<file path="config.mk">
export PLATFORM = sky130hd
export DESIGN_NAME = mvm_job_driver
export DESIGN_NICKNAME = d
export VERILOG_FILES = /design/src/rtl/mvm_job_driver.sv
export SDC_FILE = /design/constraint.sdc
export NUM_CORES = 1
export LEC_CHECK = 0
export ABC_AREA = 0
export ABC_CLOCK_PERIOD_IN_PS = 1800
export CORE_UTILIZATION = 44
export DETAILED_ROUTE_END_ITERATION = 8
export PLACE_DENSITY = 0.85
export REMOVE_ABC_BUFFERS = 1
export SYNTH_ARGS = -nofsm -noshare
export SYNTH_HDL_FRONTEND = slang
export SYNTH_SLANG_ARGS = --single-unit
</file>
<file path="constraint.sdc">
create_clock -name clk -period 1.8 [get_ports clk]
set_input_delay 0.36 -clock clk [delete_from_list [all_inputs] [get_ports clk]]
set_output_delay 0.36 -clock clk [all_outputs]
set_load 0.02 [all_outputs]
</file>
<file path="src/rtl/mvm_job_driver.sv">
// mvm_job_driver: loads an N x N matrix and N-vector from a serial stream, starts a
// matrix-vector multiplier, then streams the result back. Optional timeout: MVM_TIMEOUT_EN.
module mvm_job_driver #(
    parameter int unsigned N       = 3,
    parameter int unsigned WIDTH   = 8,
    parameter int unsigned TIMEOUT = 64
) (
    input  logic                 clk,
    input  logic                 rst,
    input  logic [WIDTH-1:0]     in_data,
    input  logic                 in_valid,
    output logic                 in_ready,
    output logic [N*N*WIDTH-1:0] matrix_a,
    output logic [N*WIDTH-1:0]   vector_b,
    output logic                 ena,
    input  logic [N*WIDTH-1:0]   vector_c,
    input  logic                 done,
    output logic [WIDTH-1:0]     out_data,
    output logic                 out_valid,
    input  logic                 out_ready,
    output logic                 out_last,
    output logic                 busy,
    output logic                 err
);
    localparam int unsigned NN    = N * N;
    localparam int unsigned CNT_W = $clog2(NN + 1);

    if (N == 0 || WIDTH == 0 || TIMEOUT == 0) begin : g_param_check
        $error("mvm_job_driver: N, WIDTH and TIMEOUT must be at least 1");
    end

    typedef enum logic [2:0] {
        S_LOAD_A = 3'd0,
        S_LOAD_B = 3'd1,
        S_START  = 3'd2,
        S_WAIT   = 3'd3,
        S_DRAIN  = 3'd4
    } state_t;

    state_t                 state_q, state_d;
    logic [CNT_W-1:0]       cnt_q;
    logic                   armed_q;
    logic [NN*WIDTH-1:0]    matrix_a_q;
    logic [N*WIDTH-1:0]     vector_b_q;
    logic [N*WIDTH-1:0]     result_q;
    logic                   in_ready_q;
    logic                   busy_q;
    logic                   ena_q;
    logic [WIDTH-1:0]       out_data_q;
    logic                   out_valid_q;
    logic                   out_last_q;
    logic                   in_fire_c;
    logic                   out_fire_c;
    logic [WIDTH-1:0]       next_elem_c;

`ifdef MVM_TIMEOUT_EN
    localparam int unsigned WCNT_W = $clog2(TIMEOUT + 1);
    logic [WCNT_W-1:0]      wcnt_q;
    logic                   err_q;
`endif

    assign in_fire_c  = in_valid && in_ready_q;
    assign out_fire_c = out_valid_q && out_ready;

    // Next-state decode
    always_comb begin
        state_d = state_q;
        case (state_q)
            S_LOAD_A: if (in_fire_c && cnt_q == CNT_W'(NN - 1)) state_d = S_LOAD_B;
            S_LOAD_B: if (in_fire_c && cnt_q == CNT_W'(N - 1)) state_d = S_START;
            S_START:  state_d = S_WAIT;
            S_WAIT: begin
                if (armed_q && done) begin
                    state_d = S_DRAIN;
                end
`ifdef MVM_TIMEOUT_EN
                else if (wcnt_q == WCNT_W'(TIMEOUT - 1)) begin
                    state_d = S_LOAD_A;
                end
`endif
            end
            S_DRAIN:  if (out_fire_c && cnt_q == CNT_W'(N - 1)) state_d = S_LOAD_A;
            default:  state_d = S_LOAD_A;
        endcase
    end

    // Result element presented after the current one is accepted
    always_comb begin
        next_elem_c = '0;
        for (int i = 0; i < N; i++) begin
            if (cnt_q + CNT_W'(1) == CNT_W'(i)) begin
                next_elem_c = result_q[(N - 1 - i) * WIDTH +: WIDTH];
            end
        end
    end

    always_ff @(posedge clk) begin
        if (rst) begin
            state_q     <= S_LOAD_A;
            cnt_q       <= '0;
            armed_q     <= 1'b0;
            matrix_a_q  <= '0;
            vector_b_q  <= '0;
            result_q    <= '0;
            in_ready_q  <= 1'b1;
            busy_q      <= 1'b0;
            ena_q       <= 1'b0;
            out_data_q  <= '0;
            out_valid_q <= 1'b0;
            out_last_q  <= 1'b0;
        end else begin
            state_q    <= state_d;
            in_ready_q <= (state_d == S_LOAD_A) || (state_d == S_LOAD_B);
            busy_q     <= (state_d != S_LOAD_A);
            ena_q      <= (state_d == S_START);
            case (state_q)
                S_LOAD_A: begin
                    if (in_fire_c) begin
                        for (int e = 0; e < NN; e++) begin
                            if (cnt_q == CNT_W'(NN - 1 - e)) matrix_a_q[e * WIDTH +: WIDTH] <= in_data;
                        end
                        cnt_q <= (state_d == S_LOAD_B) ? '0 : cnt_q + CNT_W'(1);
                    end
                end
                S_LOAD_B: begin
                    if (in_fire_c) begin
                        for (int e = 0; e < N; e++) begin
                            if (cnt_q == CNT_W'(N - 1 - e)) vector_b_q[e * WIDTH +: WIDTH] <= in_data;
                        end
                        cnt_q <= (state_d == S_START) ? '0 : cnt_q + CNT_W'(1);
                    end
                end
                S_START: armed_q <= 1'b0;
                // A done left high by an earlier job is ignored until done is seen low
                S_WAIT: begin
                    if (!done) armed_q <= 1'b1;
                    if (state_d == S_DRAIN) begin
                        result_q    <= vector_c;
                        out_valid_q <= 1'b1;
                        out_data_q  <= vector_c[(N - 1) * WIDTH +: WIDTH];
                        out_last_q  <= (N == 1);
                        cnt_q       <= '0;
                        armed_q     <= 1'b0;
                    end
                end
                S_DRAIN: begin
                    if (out_fire_c) begin
                        if (state_d == S_LOAD_A) begin
                            out_valid_q <= 1'b0;
                            out_last_q  <= 1'b0;
                            cnt_q       <= '0;
                        end else begin
                            cnt_q      <= cnt_q + CNT_W'(1);
                            out_data_q <= next_elem_c;
                            out_last_q <= (cnt_q + CNT_W'(1) == CNT_W'(N - 1));
                        end
                    end
                end
                default: ;
            endcase
        end
    end

`ifdef MVM_TIMEOUT_EN
    // WAIT cycle counter; an expiry abandons the job and latches err until reset
    always_ff @(posedge clk) begin
        if (rst) begin
            wcnt_q <= '0;
            err_q  <= 1'b0;
        end else begin
            wcnt_q <= (state_q == S_WAIT) ? wcnt_q + WCNT_W'(1) : '0;
            if (state_q == S_WAIT && state_d == S_LOAD_A) err_q <= 1'b1;
        end
    end
    assign err = err_q;
`else
    assign err = 1'b0;
`endif

    assign in_ready  = in_ready_q;
    assign busy      = busy_q;
    assign ena       = ena_q;
    assign matrix_a  = matrix_a_q;
    assign vector_b  = vector_b_q;
    assign out_data  = out_data_q;
    assign out_valid = out_valid_q;
    assign out_last  = out_last_q;

endmodule

</file>
==> results.txt <==
io pins = 147
post-detail-place hpwl = 10800 um
FP Rows = 41
area grow syn2layout = 56.4%
total track usage = 25.5%
Via Count = 5696
n_diodes = 0
PnR worst setup slack = -0.278 ns
Port Buffer Count = 145
synth warn = 0
GRT Residual Overflow = 0
pwr/cell area = 806 mW/mm^2
vias in the first global route = 5170
max_cap viols = 0
LEAKAGE = 3.69 nW
clk_skew = 0.00779 ns
# H-tree levels = 4
max-slew violation count = 0
reg2reg path depth = 6
worst skew pair latency = 0.42 ns
fin nets = 866
Hold Path Depth = 2
Placer Congestion = 0.813
area of the multi-input gates = 0.00309 mm^2
HP Class = in2reg
main flop type after synthesis = dfxtp_1
CTS Hold Bufs = 0
CTS Buf Count = 17
Slew headroom = 58.6%
commonest non-fill, non-tap cell in the layout = dfxtp_1
FF+latch area = 0.00284 mm^2
initial core utilization = 45.4%
top achievable clock speed = 481 MHz
Final Critical Period = 2.08 ns
worst vdd ir = 0.535 mV
RSZ-0062 raised after global routing = true
count of unique library cells instantiated by Yosys = 50
Die Area = 0.0135 mm^2
CTS tree = yes
largest family of logic cells by synthesized area = simple AND/OR/NAND/NOR gates
run status = finished with violations
final setup TNS = -1.23 ns
Max clock buf depth = 2
largest net degree at the start of global routing = 95
post-synthesis simple-gate area fraction = 19.3%
number of synthesized register bits = 141
Seq/Total Area, Yosys = 49.1%
failing checks = setup timing
Worst-path clk slew = 0.06 ns
worst slack at placement = -0.399 ns
Synth Instances = 630
Vias/cell = 5.65
drt first pass iters = 7
Chip Width = 116 um
XOR/XNOR Fraction of Synth Area = 0%
most frequent cells in the layout = 136 x dfxtp_1, 133 x clkdlybuf4s50_1, 85 x nor2_1
crit share post-route = 115%
Hold Fails Final Rpt = 0
CP Capture Type = flop
adder-cell share of the synthesized area = 0.870%
measured slew at the worst slew-check pin = 0.620 ns
core area = 0.0127 mm^2
Clock Sinks = 141
critical path fanouts, max = 8
Synth Area in Compound Gates = 13.4%
post-synthesis mux area share = 12.7%
Critical Path Source Type = flop
DR DRC count = 0
global-route wire length before repair = 26300 um
Wirelength per Cell = 18.9 um
layout cells sized above 1 = 22.2%
number of setup violations in the final report = 26
Synth Cell Area = 0.00575 mm^2
initial antenna violation count = 0
Post-synth EDFFs = 0
routed wire length = 19100 um
Avg Cell Area, Syn = 9.13 um^2
Clock Tree Root = clkbuf_16
DRT antenna net count = 0
# fillers = 846
Critical Path RT = 2.07 ns
Synth async-reset ratio = 0%
Die Span Y = 116 um
Setup Crit Path Kind = reg2reg
CP arrival = 2.34 ns
Starting DRT DRC Count = 527
==> area by class of cell <==
class | instances | share of cell area [%]
clock inverter | 12 | 1.53
multi-input combinational | 440 | 34.3
inverter | 4 | 0.195
timing repair buffer | 221 | 25.1
sequential | 141 | 31.5
clock buffer | 19 | 4.92
tap | 172 | 2.39
==> worst max-delay path, cell delays in order (launching register included) <==
cell       delay [ns]
dfxtp_4          0.36
inv_4            0.06
ha_4             0.13
or3b_4           0.45
nand4_4          0.18
o21ai_0          0.19
a2111oi_1        0.55
==> cell usage after synthesis, types with 2 or more instances <==
library cell	count	area share, %
buf_2	9	0.78
a21oi_1	56	4.9
o21a_1	11	1.4
nor2_1	85	5.5
nor3b_2	2	0.43
nand3_1	30	2.6
a2111oi_0	7	1.1
nor2_2	3	0.33
dfxtp_1	141	49
nand2b_1	3	0.33
and2_1	3	0.33
nand4b_1	2	0.30
a32oi_1	2	0.30
nor2b_1	2	0.22
nor3b_1	2	0.26
clkbuf_1	26	1.7
nand2_1	87	5.7
buf_1	2	0.13
and3_1	4	0.43
a2111oi_1	8	1.4
inv_1	4	0.26
nand3b_1	2	0.26
mux2i_1	72	13
buf_6	4	0.78
nand3_2	2	0.35
o21ai_1	2	0.17
nand4_1	2	0.22
o211a_1	8	1.4
buf_4	4	0.52
o21ai_0	21	1.8
ha_1	4	0.87
nor3_4	2	0.57
==> flip-flops by register name (all words and copies together) (netlist names) <==
register and count:
armed_q 1, result_q 24, matrix_a 72, busy 1
ena 1, state_q 3, vector_b 24, out_last 1
out_data 8, in_ready 1, out_valid 1, cnt_q 4
==> stage by stage <==
stage / area, um^2 / total power, mW / hold slack (ns) / instances / util [%]
final: 9000 / 7.26 / 0.281 / 1009 / 71.0
after global placement: 7750 / 3.74 / 0.442 / 960 / 61.1
after CTS: 8540 / 7.19 / 0.258 / 1000 / 67.4
after floorplan: 5510 / 3.41 / 0.426 / 583 / -
after global routing: 9000 / 7.47 / 0.280 / 1009 / 71.0
after detailed placement: 7750 / 3.75 / 0.447 / 960 / 61.1
==> final timing paths <==
path	start	end	slack [ns]
hold reg to reg	vector_b[2]	vector_b[2]	0.45
setup / recovery	cnt_q[0]	out_data[4]	-0.28
hold / removal	rst	result_q[15]	0.28
setup reg to reg	cnt_q[0]	out_data[4]	-0.28
==> metal layers <==
| layer | vias to the layer above | GRT usage, % | part of all wire, % |
|---|---|---|---|
| met5 | - | 0 | 0 |
| met4 | 0 | 11.1 | 4.3 |
| met3 | 90 | 8.35 | 7.3 |
| met2 | 335 | 41.3 | 50 |
| met1 | 2695 | 31.1 | 38 |
| li1 | 2576 | - | - |
==> report_power, final <==
part / switching (mW) / internal (mW) / total, mW
Clock: 1.36 / 2.08 / 3.44
Combinational: 0.355 / 0.283 / 0.639
Sequential: 0.0232 / 3.15 / 3.18
==> repair_timing <==
item                       in CTS  in global routing
pin swaps                      17                 36
gates resized for setup        40                 83
cloned                          2                  1
setup endpoints to repair      45                 92
setup buffers                   7                  8
==> cells by family (layout without fill, tap and decap cells) <==
family,after synthesis,in the layout
AO/OA/AOI/OAI,121,121
other,1,1
multiplexers,73,73
flip-flops,141,141
AND/OR/NAND/NOR,239,241
adder cells (fa/ha/maj),4,4
buffers and inverters,51,256
No activity file was read; power rests on OpenSTA's default activity.
